<file path="src/rtl/sha256_round_engine.sv">
// SHA-256 compression engine: one block plus chaining value to digest, UNROLL rounds per clock.
// Define SHA256_FEEDFWD_EN to add the chaining value back in (standard digest); otherwise a..h raw.
module sha256_round_engine #(
    parameter int UNROLL  = 1,
    parameter int OUT_REG = 1
) (
    input  logic         clk,
    input  logic         rst_n,
    input  logic         start,
    input  logic         abort,
    input  logic [255:0] h_in,
    input  logic [511:0] block_in,
    output logic         ready,
    output logic [255:0] digest,
    output logic         done
);

    if (!(UNROLL == 1 || UNROLL == 2 || UNROLL == 4 || UNROLL == 8)) begin : g_bad_unroll
        $error("sha256_round_engine: UNROLL must be 1, 2, 4 or 8");
    end
    if (!(OUT_REG == 0 || OUT_REG == 1)) begin : g_bad_out_reg
        $error("sha256_round_engine: OUT_REG must be 0 or 1");
    end

    typedef enum logic [1:0] {
        IDLE,
        ROUND,
        FINAL
    } state_t;

    localparam logic [31:0] K [64] = '{
        32'h428a2f98, 32'h71374491, 32'hb5c0fbcf, 32'he9b5dba5,
        32'h3956c25b, 32'h59f111f1, 32'h923f82a4, 32'hab1c5ed5,
        32'hd807aa98, 32'h12835b01, 32'h243185be, 32'h550c7dc3,
        32'h72be5d74, 32'h80deb1fe, 32'h9bdc06a7, 32'hc19bf174,
        32'he49b69c1, 32'hefbe4786, 32'h0fc19dc6, 32'h240ca1cc,
        32'h2de92c6f, 32'h4a7484aa, 32'h5cb0a9dc, 32'h76f988da,
        32'h983e5152, 32'ha831c66d, 32'hb00327c8, 32'hbf597fc7,
        32'hc6e00bf3, 32'hd5a79147, 32'h06ca6351, 32'h14292967,
        32'h27b70a85, 32'h2e1b2138, 32'h4d2c6dfc, 32'h53380d13,
        32'h650a7354, 32'h766a0abb, 32'h81c2c92e, 32'h92722c85,
        32'ha2bfe8a1, 32'ha81a664b, 32'hc24b8b70, 32'hc76c51a3,
        32'hd192e819, 32'hd6990624, 32'hf40e3585, 32'h106aa070,
        32'h19a4c116, 32'h1e376c08, 32'h2748774c, 32'h34b0bcb5,
        32'h391c0cb3, 32'h4ed8aa4a, 32'h5b9cca4f, 32'h682e6ff3,
        32'h748f82ee, 32'h78a5636f, 32'h84c87814, 32'h8cc70208,
        32'h90befffa, 32'ha4506ceb, 32'hbef9a3f7, 32'hc67178f2
    };

    localparam logic [5:0] LAST_CNT = 6'(64 - UNROLL);
    localparam logic [5:0] STEP     = 6'(UNROLL);

    function automatic logic [31:0] rotr(input logic [31:0] x, input int n);
        return (x >> n) | (x << (32 - n));
    endfunction

    function automatic logic [31:0] big_s0(input logic [31:0] x);
        return rotr(x, 2) ^ rotr(x, 13) ^ rotr(x, 22);
    endfunction

    function automatic logic [31:0] big_s1(input logic [31:0] x);
        return rotr(x, 6) ^ rotr(x, 11) ^ rotr(x, 25);
    endfunction

    function automatic logic [31:0] sml_s0(input logic [31:0] x);
        return rotr(x, 7) ^ rotr(x, 18) ^ (x >> 3);
    endfunction

    function automatic logic [31:0] sml_s1(input logic [31:0] x);
        return rotr(x, 17) ^ rotr(x, 19) ^ (x >> 10);
    endfunction

    state_t       state;
    logic [5:0]   cnt;
    logic [31:0]  v [8];
    logic [31:0]  w [16];
    logic [255:0] digest_q;
    logic         done_q;
    logic         fin;
    logic [255:0] res;

    logic [31:0]  v_nx [8];
    logic [31:0]  w_nx [16];
    logic [5:0]   t;
    logic [31:0]  t1;
    logic [31:0]  t2;
    logic [31:0]  w16;

`ifdef SHA256_FEEDFWD_EN
    logic [31:0]  h_lat [8];
`endif

    // Window w[0] always holds W[t] for the round being applied; each round
    // also produces W[t+16] so the window slides by one word per round.
    always_comb begin
        v_nx = v;
        w_nx = w;
        t    = '0;
        t1   = '0;
        t2   = '0;
        w16  = '0;
        for (int u = 0; u < UNROLL; u++) begin
            t   = cnt + 6'(u);
            t1  = v_nx[7] + big_s1(v_nx[4])
                + ((v_nx[4] & v_nx[5]) ^ (~v_nx[4] & v_nx[6]))
                + K[t] + w_nx[0];
            t2  = big_s0(v_nx[0])
                + ((v_nx[0] & v_nx[1]) ^ (v_nx[0] & v_nx[2]) ^ (v_nx[1] & v_nx[2]));
            w16 = sml_s1(w_nx[14]) + w_nx[9] + sml_s0(w_nx[1]) + w_nx[0];
            for (int i = 7; i > 0; i--) begin
                v_nx[i] = v_nx[i-1];
            end
            v_nx[0] = t1 + t2;
            v_nx[4] = v_nx[4] + t1;
            for (int i = 0; i < 15; i++) begin
                w_nx[i] = w_nx[i+1];
            end
            w_nx[15] = w16;
        end
    end

    always_comb begin
        res = '0;
        for (int i = 0; i < 8; i++) begin
`ifdef SHA256_FEEDFWD_EN
            res[255-32*i -: 32] = h_lat[i] + v[i];
`else
            res[255-32*i -: 32] = v[i];
`endif
        end
    end

    assign fin    = (state == FINAL) && !abort;
    assign done   = (OUT_REG != 0) ? done_q : fin;
    assign digest = (OUT_REG == 0 && fin) ? res : digest_q;

    always_ff @(posedge clk or negedge rst_n) begin
        if (!rst_n) begin
            state    <= IDLE;
            cnt      <= '0;
            ready    <= 1'b1;
            done_q   <= 1'b0;
            digest_q <= '0;
            for (int i = 0; i < 8; i++) begin
                v[i] <= '0;
            end
            for (int i = 0; i < 16; i++) begin
                w[i] <= '0;
            end
`ifdef SHA256_FEEDFWD_EN
            for (int i = 0; i < 8; i++) begin
                h_lat[i] <= '0;
            end
`endif
        end else begin
            done_q <= 1'b0;
            unique case (state)
                IDLE: begin
                    if (start && ready && !abort) begin
                        for (int i = 0; i < 8; i++) begin
                            v[i] <= h_in[255-32*i -: 32];
                        end
                        for (int i = 0; i < 16; i++) begin
                            w[i] <= block_in[511-32*i -: 32];
                        end
`ifdef SHA256_FEEDFWD_EN
                        for (int i = 0; i < 8; i++) begin
                            h_lat[i] <= h_in[255-32*i -: 32];
                        end
`endif
                        cnt   <= '0;
                        ready <= 1'b0;
                        state <= ROUND;
                    end
                end
                ROUND: begin
                    if (abort) begin
                        ready <= 1'b1;
                        state <= IDLE;
                    end else begin
                        v   <= v_nx;
                        w   <= w_nx;
                        cnt <= cnt + STEP;
                        if (cnt == LAST_CNT) begin
                            state <= FINAL;
                        end
                    end
                end
                FINAL: begin
                    ready <= 1'b1;
                    state <= IDLE;
                    if (!abort) begin
                        digest_q <= res;
                        done_q   <= 1'b1;
                    end
                end
                default: begin
                    ready <= 1'b1;
                    state <= IDLE;
                end
            endcase
        end
    end

endmodule

</file>
<file path="config.mk">
export PLATFORM = sky130hd
export DESIGN_NAME = sha256_round_engine
export DESIGN_NICKNAME = d
export VERILOG_FILES = /design/src/rtl/sha256_round_engine.sv
export SDC_FILE = /design/constraint.sdc
export NUM_CORES = 2
export LEC_CHECK = 0
export BUFFER_PORTS_ARGS = -buffer_cell sky130_fd_sc_hd__buf_4
export CAP_MARGIN = 40
export CORE_AREA = 2 2 395 397
export CTS_CLUSTER_DIAMETER = 60
export DETAILED_ROUTE_END_ITERATION = 10
export DIE_AREA = 0 0 397 399
export PLACE_DENSITY = 0.63
export SYNTH_ARGS = -nofsm -noshare
export SYNTH_HDL_FRONTEND = slang
export SYNTH_SLANG_ARGS = --single-unit
</file>
<file path="constraint.sdc">
create_clock -name clk -period 8.3 [get_ports clk]
set_input_delay 1.66 -clock clk [delete_from_list [all_inputs] [get_ports clk]]
set_output_delay 1.66 -clock clk [all_outputs]
set_load 0.02 [all_outputs]
</file>
==> results by group <==
Outcome
  – Outcome: complete, no violations

Cells and area
  – Fill cell count: 14,900
  – Final Core Density: 48.5%
  – Most frequent cells in the layout: 1,530 x nand2_1, 1,138 x buf_4, 1,031 x dfrtp_1
  – Most common cell after layout, fill and taps aside: nand2_1
  – Fraction of layout instances using a drive strength above 1: 21.5%
  – Layout area overhead: 22.9%
  – Final nets: between 8,000 and 9,000

Timing
  – Final Max Slew Viols: 0
  – Normalized max-slew margin: roughly a fifth
  – Min cycle time layout: 7890 ps
  – Final setup skew: just over 70 ps
  – RSZ-0062 raised after global routing: false
  – Final critical-path share of the clock period: 95.0%
  – Hold Fails Final Rpt: 0
  – Achievable Freq: 127 MHz
  – Worst-Margin Slew: roughly 1200 ps
  – Setup_tns: 0 ps
  – Final setup violating endpoints: 0

Synthesis
  – Mean post-synth cell area: a little under 9 um2
  – Synth unique cells: 75
  – Post-Syn Instances: 6,975
  – Top_reg_cell synth: dfrtp_1
  – Post-Syn Area: 0.0606 mm2
  – Asr flop ratio synth: 100%
  – Seq/Total Area, Yosys: a little over two fifths
  – Syn_nets: slightly above 8,000
  – #FFs+latches synth: between 1,000 and 1,500
  – EDFF count, synth: 0
  – Synth warnings: 0

Critical path
  – Crit Reg-Reg Endpoint: res[255]
  – Crit end category: flop
  – Crit path buf inv count: 5
  – Worst path slowest cell: fa_1
  – FF-to-FF setup slack: 410 ps
  – CP required: a little under 9000 ps
  – Max FO, Critical Path: 22
  – Worst path max stage delay: 630 ps
  – Cell family with most CP delay: compound AO/OA/AOI/OAI gates
  – Data arrival, critical path: approximately 8500 ps
  – FF-to-FF Start: cnt[2]
  – WP depth: 29
  – Setup CP Type: reg -> reg
  – Length in cells of the worst reg-to-reg path: 29
  – Worst setup SP type: flop

Routing
  – Met1 WL: ~120 mm
  – Vias: around 55,000
  – DR iter-0 viols: 5,505
  – DRC: 0
  – Top routing layer in use: met5
  – Routed vias/inst: 5.55
  – Routed Wire Length: 271 mm
  – WL/cell: 27.4 um
  – Met2 WL: 116 mm
  – ANT nets after route: 0
  – DR WL met3: roughly 25 mm
  – DR pass1 iterations: 6

CTS
  – Clock root buffer: clkbuf_16
  – CTS Hold Bufs: 0
  – H-tree depth: 3
  – Setup Fix Bufs, Post-CTS: 0
  – # clock sinks: between 1,000 and 1,500
  – CTS tree: built
  – Clock Pin Slew Worst Setup and Hold Paths: approximately 60 ps
  – Clk Latency, worst-skew pair: about 790 ps
  – Max clock buf depth: 3
  – Cts bufs inserted: between 100 and 150
  – Resize count post-CTS: 0

Die
  – Die area: 0.158 mm2
  – Die Wd: between 300 and 400 um
  – Die Height: about 400 um
  – Core footprint: 0.154 mm2
  – Io pins: between 1,000 and 1,500
  – Core Rows: roughly 140
  – Initial core utilization: between 30% and 40%

Min path
  – Hold Path Class: reg -> reg
  – Hold Crit Start: w[4]
  – Worst hold path depth: 2
  – WHS Endpoint: w[4]

Global routing
  – Gr ovfl total: 0
  – GRT Total Usage: roughly a third
  – Vias in the first global route: between 50,000 and 60,000
  – First-pass GRT wire length: just under 400 mm
  – Pin count of the biggest net entering global routing: 220
  – Initial antenna violation count: 45

Place
  – GPL Wtd Cong: roughly 0.99
  – PortBufs: about 1,000
  – DPL Wire Length: roughly 210 mm

Job
  – Max cap viols: 0
per-stage QoR:
step	area (um2)	worst slack, ps	cells	hold slack [ps]
2_1_floorplan	60600	1120	6975	449
3_5_place_dp	70400	358	9650	470
5_1_grt	74500	21.0	9900	504
4_1_cts	74400	297	9869	484
3_3_place_gp	70300	333	9643	463
6_report	74600	412	9904	486
per-layer routing:
metal	up-vias	track usage, %
met5	-	0
met4	14	11.9
met3	376	8.36
met2	2347	48.9
met1	27500	48.0
li1	24800	-
cell families after synthesis:
| kind of cell | Yosys count | share of synthesized area [%] |
|---|---|---|
| flops | 1034 | 42.7 |
| buf+inv | 948 | 5.87 |
| compound gates | 1386 | 14.3 |
| fa+ha+maj | 338 | 9.30 |
| xor+xnor | 358 | 5.17 |
| mux | 306 | 5.79 |
| simple gates | 2605 | 16.9 |
registers in the layout (all words and copies together), names as in the netlist:
| register | flops |
|---|---|
| w | 512 |
| digest | 256 |
| res | 256 |
| cnt | 6 |
| state | 2 |
| done | 1 |
| ready | 1 |
worst max-delay path by stage:
stage	startpoint	end
finish	cnt[2]	res[255]
global route	cnt[1]	res[255]
CTS	cnt[1]	res[245]
detailed placement	cnt[1]	res[255]
global placement	cnt[1]	res[245]
floorplan	cnt[1]	res[255]
synthesized netlist by cell type (6+ instances only):
| master | instances | share of area, % |
|---|---|---|
| o21ai_1 | 23 | 0.19 |
| clkbuf_1 | 524 | 3.2 |
| and3_1 | 24 | 0.25 |
| o221ai_1 | 6 | 0.087 |
| nor2b_1 | 27 | 0.28 |
| o21bai_1 | 20 | 0.25 |
| inv_1 | 408 | 2.5 |
| o21a_1 | 25 | 0.31 |
| nand2_1 | 1531 | 9.5 |
| buf_1 | 13 | 0.080 |
| nand3_1 | 31 | 0.26 |
| xnor2_1 | 205 | 3.0 |
| o311ai_0 | 11 | 0.16 |
| a211oi_1 | 24 | 0.30 |
| o22ai_1 | 16 | 0.17 |
| dfrtp_1 | 1033 | 43 |
| mux4_2 | 7 | 0.26 |
| nor3_1 | 55 | 0.45 |
| ha_1 | 147 | 3.0 |
| a21oi_1 | 192 | 1.6 |
| nand4_1 | 13 | 0.13 |
| o211ai_1 | 15 | 0.19 |
| and2_1 | 6 | 0.062 |
| xor2_1 | 153 | 2.2 |
| a311oi_1 | 6 | 0.087 |
| a21o_1 | 95 | 1.2 |
| mux2_2 | 287 | 5.3 |
| o21ai_0 | 171 | 1.4 |
| o31ai_1 | 10 | 0.12 |
| a31oi_1 | 715 | 7.4 |
| mux2i_1 | 12 | 0.20 |
| fa_1 | 189 | 6.2 |
| nor2_1 | 851 | 5.3 |
| nand2b_1 | 26 | 0.27 |
| or3_1 | 10 | 0.10 |
| nor3b_1 | 9 | 0.11 |
worst reg2reg max path, delay by kind of cell, from the launching register on:
kind / cells / cell delay [ps]
flip-flops: 1 / 520
buffers and inverters: 5 / 810
multiplexers: 2 / 660
XOR/XNOR: 2 / 380
AO/OA/AOI/OAI: 15 / 3140
adder cells (fa/ha/maj): 5 / 2240
cell type report:
class / instances / area, um2 / share of cell area [%]
well taps: 2044 / 2560 / 3.43
clock buffers: 165 / 3360 / 4.51
multi-input cells: 4993 / 31300 / 42.0
clock inverters: 54 / 656 / 0.879
inverters: 409 / 1540 / 2.06
repair buffers: 1170 / 9190 / 12.3
diodes: 35 / 87.6 / 0.117
flip-flops and latches: 1034 / 25900 / 34.7
Power is left out: the tool's default activity adds up to more than one toggle a clock period on the data nets, which glitch-free logic cannot reach.
